File: config.mk
export PLATFORM = sky130hd
export DESIGN_NAME = cntb_seq
export DESIGN_NICKNAME = d
export VERILOG_FILES = /design/src/rtl/custom_instr_pkg.sv /design/src/rtl/cntb_seq_tmo.sv /design/src/rtl/cntb_seq.sv
export SDC_FILE = /design/constraint.sdc
export NUM_CORES = 1
export LEC_CHECK = 0
export ABC_CLOCK_PERIOD_IN_PS = 2300
export BUFFER_PORTS_ARGS = -buffer_cell sky130_fd_sc_hd__buf_2
export CELL_PAD_IN_SITES_DETAIL_PLACEMENT = 0
export CELL_PAD_IN_SITES_GLOBAL_PLACEMENT = 1
export CORE_MARGIN = 3
export CORE_UTILIZATION = 30
export DETAILED_ROUTE_END_ITERATION = 7
export PLACE_DENSITY_LB_ADDON = 0.1
export SETUP_SLACK_MARGIN = 0.1
export SYNTH_ARGS = -nofsm -noshare
export SYNTH_HDL_FRONTEND = slang
export SYNTH_SLANG_ARGS = --single-unit
File: constraint.sdc
create_clock -name clk_i -period 2.3 [get_ports clk_i]
set_input_delay 0.345 -clock clk_i [delete_from_list [all_inputs] [get_ports clk_i]]
set_output_delay 0.345 -clock clk_i [all_outputs]
set_load 0.02 [all_outputs]
File: src/rtl/custom_instr_pkg.sv
// Shared definitions for the count-bits custom-instruction issue path.
// Contents:
//   cntb_seq_state_e          sequencer FSM states
//   CNTB_SEQ_TIMEOUT_DEFAULT  default WAIT budget in cycles
//   CNTB_IDX_W                width of a legal start-bit index
//   cntb_idx_legal()          1 when an rs1 value fits in CNTB_IDX_W bits
package custom_instr_pkg;

  typedef enum logic [2:0] {
    IDLE  = 3'd0,
    START = 3'd1,
    WAIT  = 3'd2,
    RESP  = 3'd3,
    FLUSH = 3'd4
  } cntb_seq_state_e;

  localparam int unsigned CNTB_SEQ_TIMEOUT_DEFAULT = 16;
  localparam int unsigned CNTB_IDX_W               = 5;

  // A start index is legal only if every bit above the index field is clear.
  function automatic logic cntb_idx_legal(input logic [31:0] rs1);
    return rs1[31:CNTB_IDX_W] == '0;
  endfunction

endpackage

File: src/rtl/cntb_seq_tmo.sv
// Timeout counter for the count-bits sequencer.
// The count is cleared when an instruction is accepted, advances once per
// enabled cycle, and signals expiry during the enabled cycle in which it
// holds TIMEOUT_CYCLES-1 (the last cycle of the budget).
// Ports:
//   clk_i, rst_ni  clock, asynchronous active-low reset
//   clr_i          reload the count to zero
//   en_i           count this cycle (sequencer is in WAIT)
//   expire_o       budget exhausted in this cycle
module cntb_seq_tmo
  import custom_instr_pkg::*;
#(
  parameter int unsigned TIMEOUT_CYCLES = CNTB_SEQ_TIMEOUT_DEFAULT
) (
  input  logic clk_i,
  input  logic rst_ni,
  input  logic clr_i,
  input  logic en_i,
  output logic expire_o
);

  localparam int unsigned CNT_W = (TIMEOUT_CYCLES > 1) ? $clog2(TIMEOUT_CYCLES) : 1;
  localparam logic [CNT_W-1:0] LAST = CNT_W'(TIMEOUT_CYCLES - 1);

  logic [CNT_W-1:0] cnt_q;

  // NOTE: sequential state is written with non-blocking assignments only, so
  // every flop samples pre-edge values regardless of block evaluation order.
  always_ff @(posedge clk_i or negedge rst_ni) begin
    if (!rst_ni) begin
      cnt_q <= '0;
    end else if (clr_i) begin
      cnt_q <= '0;
    end else if (en_i) begin
      cnt_q <= cnt_q + CNT_W'(1);
    end
  end

  assign expire_o = en_i && (cnt_q == LAST);

endmodule

File: src/rtl/cntb_seq.sv
// Issue/writeback sequencer in front of the count-bits custom-instruction unit.
// Accepts (rs0, rs1, tag) from EX, pulses the unit's start, accumulates the
// unit's per-cycle partial counts until done, and returns the count with its
// tag to writeback. An out-of-range bit index or a WAIT timeout returns err=1.
// After a timeout the sequencer parks in FLUSH until the unit's late done so
// that a new instruction never meets a still-busy unit.
// Ports:
//   clk_i, rst_ni                       clock, asynchronous active-low reset
//   issue_valid_i/issue_ready_o         EX handshake
//   issue_rs0_i/issue_rs1_i/issue_tag_i operand word, start index, dest tag
//   unit_start_o                        one-cycle start pulse
//   unit_rs0_o/unit_rs1_o               registered operands (rs1 zero-extended index)
//   unit_acc_o                          count accumulated before this cycle
//   unit_partial_i/unit_done_i          unit's per-cycle count and done pulse
//   wb_valid_o/wb_ready_i               writeback handshake
//   wb_result_o/wb_tag_o/wb_err_o       result, tag, error flag
module cntb_seq
  import custom_instr_pkg::*;
#(
  parameter int unsigned TIMEOUT_CYCLES = CNTB_SEQ_TIMEOUT_DEFAULT,
  parameter int unsigned TAG_W          = 5
) (
  input  logic             clk_i,
  input  logic             rst_ni,
  input  logic             issue_valid_i,
  output logic             issue_ready_o,
  input  logic [31:0]      issue_rs0_i,
  input  logic [31:0]      issue_rs1_i,
  input  logic [TAG_W-1:0] issue_tag_i,
  output logic             unit_start_o,
  output logic [31:0]      unit_rs0_o,
  output logic [31:0]      unit_rs1_o,
  output logic [31:0]      unit_acc_o,
  input  logic [31:0]      unit_partial_i,
  input  logic             unit_done_i,
  output logic             wb_valid_o,
  input  logic             wb_ready_i,
  output logic [31:0]      wb_result_o,
  output logic [TAG_W-1:0] wb_tag_o,
  output logic             wb_err_o
);

  cntb_seq_state_e       state_q, state_d;
  logic [31:0]           rs0_q;
  logic [CNTB_IDX_W-1:0] idx_q;
  logic [TAG_W-1:0]      tag_q;
  logic [31:0]           acc_q;
  logic                  err_q;
  logic                  pending_flush_q;

  logic                  accept;
  logic                  tmo_expire;
  logic [31:0]           acc_sum;

  assign issue_ready_o = (state_q == IDLE);
  assign accept        = issue_valid_i && issue_ready_o;
  assign acc_sum       = acc_q + unit_partial_i;  // wraps modulo 2^32

  cntb_seq_tmo #(
    .TIMEOUT_CYCLES (TIMEOUT_CYCLES)
  ) u_tmo (
    .clk_i    (clk_i),
    .rst_ni   (rst_ni),
    .clr_i    (accept),
    .en_i     (state_q == WAIT),
    .expire_o (tmo_expire)
  );

  // NOTE: state_d gets a default before the case so no path leaves it
  // unassigned; a missing default here would infer a latch.
  always_comb begin
    state_d = state_q;
    unique case (state_q)
      IDLE:  if (issue_valid_i) state_d = cntb_idx_legal(issue_rs1_i) ? START : RESP;
      START: state_d = WAIT;
      WAIT:  if (unit_done_i || tmo_expire) state_d = RESP;
      // A done seen in the handshake cycle itself already drained the unit.
      RESP:  if (wb_ready_i) state_d = (pending_flush_q && !unit_done_i) ? FLUSH : IDLE;
      FLUSH: if (unit_done_i) state_d = IDLE;
      default: state_d = IDLE;
    endcase
  end

  // NOTE: operand, tag and accumulator registers are reset as well because
  // they drive ports whose values are defined while reset is asserted.
  always_ff @(posedge clk_i or negedge rst_ni) begin
    if (!rst_ni) begin
      state_q         <= IDLE;
      rs0_q           <= '0;
      idx_q           <= '0;
      tag_q           <= '0;
      acc_q           <= '0;
      err_q           <= 1'b0;
      pending_flush_q <= 1'b0;
    end else begin
      state_q <= state_d;
      unique case (state_q)
        IDLE: begin
          if (issue_valid_i) begin
            rs0_q           <= issue_rs0_i;
            idx_q           <= issue_rs1_i[CNTB_IDX_W-1:0];
            tag_q           <= issue_tag_i;
            acc_q           <= '0;
            err_q           <= !cntb_idx_legal(issue_rs1_i);
            pending_flush_q <= 1'b0;
          end
        end
        WAIT: begin
          acc_q <= acc_sum;
          // Done wins over a simultaneous expiry.
          if (!unit_done_i && tmo_expire) begin
            err_q           <= 1'b1;
            pending_flush_q <= 1'b1;
          end
        end
        RESP: begin
          if (unit_done_i) pending_flush_q <= 1'b0;
        end
        FLUSH: begin
          if (unit_done_i) pending_flush_q <= 1'b0;
        end
        default: ;
      endcase
    end
  end

  assign unit_start_o = (state_q == START);
  assign unit_rs0_o   = rs0_q;
  assign unit_rs1_o   = {{(32 - CNTB_IDX_W){1'b0}}, idx_q};
  assign unit_acc_o   = acc_q;
  assign wb_valid_o   = (state_q == RESP);
  assign wb_result_o  = acc_q;
  assign wb_tag_o     = tag_q;
  assign wb_err_o     = err_q;

endmodule

## Word-level counts from Yosys, hierarchy flattened

Cells that the tools add are included.

- Register bits after elaboration: 83
- Input bits: 106
- Output and inout bits: 137
- Logic and storage cells: 56

- $add $sub $neg: 2
- Eq/ne operators: 11
- Multiplexer cells: 17
- Reductions and logical operators: 18

Operators by type and width:

| kind | number |
|---|---|
| $pmux W32 S2 | 1 |
| $add A32 B32 Y32 | 1 |
| $mux W32 | 1 |
| $logic_not A27 Y1 | 1 |
| $mux W3 | 5 |
| $pmux W3 S5 | 1 |
| $mux W4 | 2 |
| $ne A2 B2 Y1 const B | 4 |
| $reduce_and A4 Y1 | 2 |
| $eq A3 B2 Y1 const B | 2 |
| $add A4 B1 Y4 const B | 1 |
| $eq A4 B4 Y1 const B | 1 |
| $logic_and A1 B1 Y1 | 4 |
| $mux W1 | 4 |
| $ne A2 B1 Y1 const B | 2 |
| $reduce_and A2 Y1 | 2 |
| $reduce_bool A2 Y1 | 2 |
| $eq A3 B1 Y1 const B | 1 |
| $eq A3 B3 Y1 const B | 1 |
| $logic_not A3 Y1 | 1 |
| $pmux W1 S3 | 1 |
| $reduce_and A3 Y1 | 1 |
| $reduce_bool A3 Y1 | 1 |
| $logic_not A1 Y1 | 2 |
| other kinds (4) | 4 |

## Longest topological paths before layout

- Depth in word-level cells: 5
- Mapped depth: 11
- Gate-level depth less buffers: 11

## Hierarchy

A second synthesis with hierarchy kept.

- Cell total of the unflattened synthesis: 655
- Area, all modules: 5,502.8 sq um

By module, submodules not included:

| module | instances | cells each | area an instance (sq um) | sequential area each (sq um) |
|---|---|---|---|---|
| cntb_seq | 1 | 637 | 5,275.1 | 1,976.9 |
| cntb_seq_tmo | 1 | 18 | 227.7 | 100.1 |

## Worst setup path before layout

Ideal clock, no wire load.

- Path kind: register to register
- Start point: register acc_q[0], in the netlist unit_acc_o[0]
- End point: register acc_q[18], in the netlist unit_acc_o[18]
- Library setup time: 0.122 ns
- Arrival time: 2.410 ns
- Data required time: 2.178 ns
- Slack: -0.232 ns
- Stages on the path, launching flop included: 12
- Buffers on the path: 0
- Period minus slack after synthesis: 2.532 ns
- Cell sequence: dfrtp_1 ha_1 inv_1 fa_1 nor2b_4 o21ai_2 a21oi_2 o311a_4 o21bai_4 a21oi_2 or3_1 a32o_1

- Word-level cells in the longest chain between the ends: 2

Ends and longest elaborated chain:

| what | line | source |
|---|---|---|
| from (decl) | cntb_seq.sv:47 | `logic [31:0] acc_q;` |
| from (signal assigned) | cntb_seq.sv:109 | `acc_q <= acc_sum;` |
| $add A32 B32 Y32 | cntb_seq.sv:57 | `assign acc_sum = acc_q + unit_partial_i;` |
| $pmux W32 S2 | cntb_seq.sv:97 | `unique case (state_q)` |

No other way between the ends.
A chain may end at the register's enable or synchronous reset.

## Worst setup path after layout

- Start point: register acc_q[1], in the netlist unit_acc_o[1]
- End point: register acc_q[27], in the netlist unit_acc_o[27]

The elaborated chain is that of the path after synthesis.

==> key figures <==
Floorplanning
  • Starting Density: 0.307
  • Core footprint: 0.0174 mm2
  • I/O pins: about 240
  • Die area: around 0.019 mm2
  • Die H: 139 um
  • Row cnt: 48
  • Horiz. Die Dim: ~140 um

Global route
  • Vias in the first global route: about 5200
  • Global Route Usage Sum: 0.163
  • GRT overflow: 0
  • First-pass GRT wire length: between 20 and 30 mm
  • Largest net degree at the start of global routing: 53
  • Initial antenna violation count: 1

CTS
  • Reg clk slew, reported paths: about 70 ps
  • H-tree depth reported by CTS: 3
  • Clock buffer depth: 2
  • Latest clock arrival within the worst-skew pair: 350 ps
  • Root buf cell: clkbuf_16
  • Number of clock buffers inserted by TritonCTS: 9
  • CTS tree: yes
  • CTS sink count: 83

Cells and area
  • Commonest non-fill, non-tap cell in the layout: buf_2
  • # diodes: 0
  • Filler instances: roughly 1800
  • Syn-to-layout area delta: 41.3%
  • Total Nets Final: slightly above 1000
  • Most frequent cells in the layout: 214 x buf_2, 171 x nand2_1, 84 x buf_4
  • Share of layout cells above drive strength 1: 0.421

Timing
  • Fin crit period: between 2000 and 2500 ps
  • Max Freq: about 420 MHz
  • Fin. Hold Viols: 0
  • Fin. max-slew vios: 0
  • Worst clock skew: between 10 and 15 ps
  • RSZ-0062 raised after global routing: yes
  • Final worst-path cycle share: 1.04
  • Hold Slack: ~180 ps
  • Setup ws final: -81.7 ps
  • Final setup fails: 8
  • Actual slew at the worst max-slew pin: a little over 700 ps
  • Max-Slew Margin vs Limit: 0.531

Worst setup path
  • CP Class: reg -> reg
  • Worst R2R Path Depth: 11
  • Crit path to: unit_acc_o[27]$_DFFE_PN0P_
  • CP endpoint kind: register
  • Crit path DAT: 2590 ps
  • Critical Path RT: 2510 ps
  • Critical path origin: unit_acc_o[1]$_DFFE_PN0P_
  • CP max FO: 4
  • Worst R2R Start: unit_acc_o[1]$_DFFE_PN0P_
  • R2R setup slack: -80 ps
  • Setup crit start kind: register
  • R2r endpoint: unit_acc_o[27]$_DFFE_PN0P_

Yosys
  • Ys async rst share: 1.00
  • Cell variety after synth: 63
  • Cells after Synth: 629
  • Synth top area cells: dfrtp_1 39%, nand2_1 12%, buf_4 8.4%
  • Ys Warns: 0
  • Predominant post-synthesis flop cell: dfrtp_1
  • Yosys top cell area share: 0.390
  • Post-synth EDFFs: 0
  • Mapped Avg Cell Area: about 8.5 um2
  • Post-synth top area cell: dfrtp_1
  • Synth Register Bits: slightly above 80
  • Synth Cell Area: around 0.0053 mm2
  • Register area share after synthesis: 0.390

Worst hold path
  • Worst Hold Depth: 3
  • Worst Hold Class: in -> reg

Routing
  • DRC: 0
  • Remaining antenna violation count: 0
  • DR vias/cell: between 4 and 5
  • DR iter-0 viols: between 150 and 200
  • Routed len/inst: between 10 and 15 um
  • DRT Pass-1 Iters: 4
  • Routed wire length: 16.0 mm
  • DR vias: between 5000 and 6000

Placed design
  • DPL Wire Length: ~12 mm
  • Port Buf Inserts: approximately 220
  • Post-Place Setup Slack: -264 ps
  • Final GP Congestion: ~0.86

Pwr
  • PwrDens: approximately 1500 mW/mm2
  • P_leak: about 4.0 nW
  • Max VDD drop: approximately 560 uV

Outcome
  • Violated checks: setup timing
  • Status: finished with violations

Flow run
  • Total of max-cap violations: 0
-- critical path, cell delays in order (launching register included) --
cell and delay, ps:
dfrtp_2 400, ha_1 340, a211oi_4 230, o21ai_2 100
o211ai_1 200, buf_4 150, a31o_4 160, nor2_4 50
buf_4 140, a311oi_2 210, xor2_1 170, o21ai_0 80
-- cells in the mapped netlist (all sizes together), types with 7 or more instances --
library cell / n
nand3: 20
xnor2: 14
ha: 32
o21ai: 53
buf: 64
nand2: 175
inv: 10
clkbuf: 19
nor2: 17
a21oi: 33
a21o: 12
nor4: 7
xor2: 13
dfrtp: 83
-- metal layers --
metal	track usage	routed length, um
met1	0.206	7050
met2	0.273	7560
met4	0.0458	222
met3	0.0464	1110
met5	0	14
-- state kept, by name, indices dropped and copies added (netlist names) --
| name | cells |
|---|---|
| idx_q | 5 |
| wb_err_o | 1 |
| unit_acc_o | 32 |
| unit_rs0_o | 32 |
| u_tmo.cnt_q | 4 |
| wb_tag_o | 5 |
| pending_flush_q | 1 |
| state_q | 3 |
-- timing repair --
| item | 4_1_cts | 5_1_grt |
|---|---|---|
| pin swaps | 16 | 16 |
| endpoints found under the setup margin | 18 | 21 |
| resized for setup | 31 | 15 |
| hold endpoints to repair | 31 | 0 |
| setup buffers | 5 | 5 |
| hold buffers | 1 | 0 |
-- power breakdown --
part | switching [W] | internal, W | leakage (nW) | total [W]
clock | 0.000654 | 0.000879 | 0.142 | 0.00153
sequential | 0.000488 | 0.00216 | 1.03 | 0.00265
combinational | 0.00428 | 0.00319 | 2.81 | 0.00748
total | 0.00543 | 0.00623 | 3.98 | 0.0117
-- how the worst min path moves through the flow --
stage / from / endpoint / slack [ps]
after floorplan: rst_ni / idx_q[0]$_DFFE_PN0P_ / 50
after global placement: rst_ni / unit_acc_o[7]$_DFFE_PN0P_ / 350
after detailed placement: rst_ni / unit_acc_o[7]$_DFFE_PN0P_ / 340
after CTS: issue_rs0_i[26] / unit_rs0_o[26]$_DFFE_PN0P_ / 170
after global routing: issue_rs0_i[23] / unit_rs0_o[23]$_DFFE_PN0P_ / 180
final: issue_rs0_i[26] / unit_rs0_o[26]$_DFFE_PN0P_ / 180
-- cell type report --
| class | count | area (um2) | share of cell area |
|---|---|---|---|
| inverters | 10 | 37.5 | 0.00498 |
| multi-input cells | 479 | 3070 | 0.407 |
| clock buffers | 10 | 239 | 0.0317 |
| repair buffers | 302 | 1750 | 0.233 |
| well taps | 225 | 282 | 0.0374 |
| clock inverters | 6 | 70.1 | 0.00930 |
| flip-flops and latches | 83 | 2080 | 0.276 |
-- metrics by stage --
| step | total power (W) | util | setup TNS, ps | instance area [um2] | cells |
|---|---|---|---|---|---|
| finish | 0.0117 | 0.434 | -245 | 7530 | 1115 |
| global route | 0.0127 | 0.434 | -1870 | 7530 | 1115 |
| CTS | 0.0117 | 0.429 | -346 | 7450 | 1110 |
| global placement | 0.00972 | 0.400 | -1860 | 6940 | 1088 |
| floorplan | 0.00742 | - | -105 | 5530 | 655 |
| detailed placement | 0.00977 | 0.400 | -2180 | 6940 | 1088 |
-- cell families (layout without fill, tap and decap cells) --
logic type / count (synthesis) / in the layout / synth area share
muxes: 3 / 3 / 0.00587
and+or+nand+nor: 249 / 249 / 0.201
AOI/OAI and AO/OA: 140 / 140 / 0.172
buffers and inverters: 93 / 328 / 0.108
xor gates and xnor gates: 27 / 27 / 0.0444
other: 1 / 27 / 0.000703
DFF: 83 / 83 / 0.390
adders and majority gates: 33 / 33 / 0.0789
Note: power is estimated with default switching activity, not from simulation.
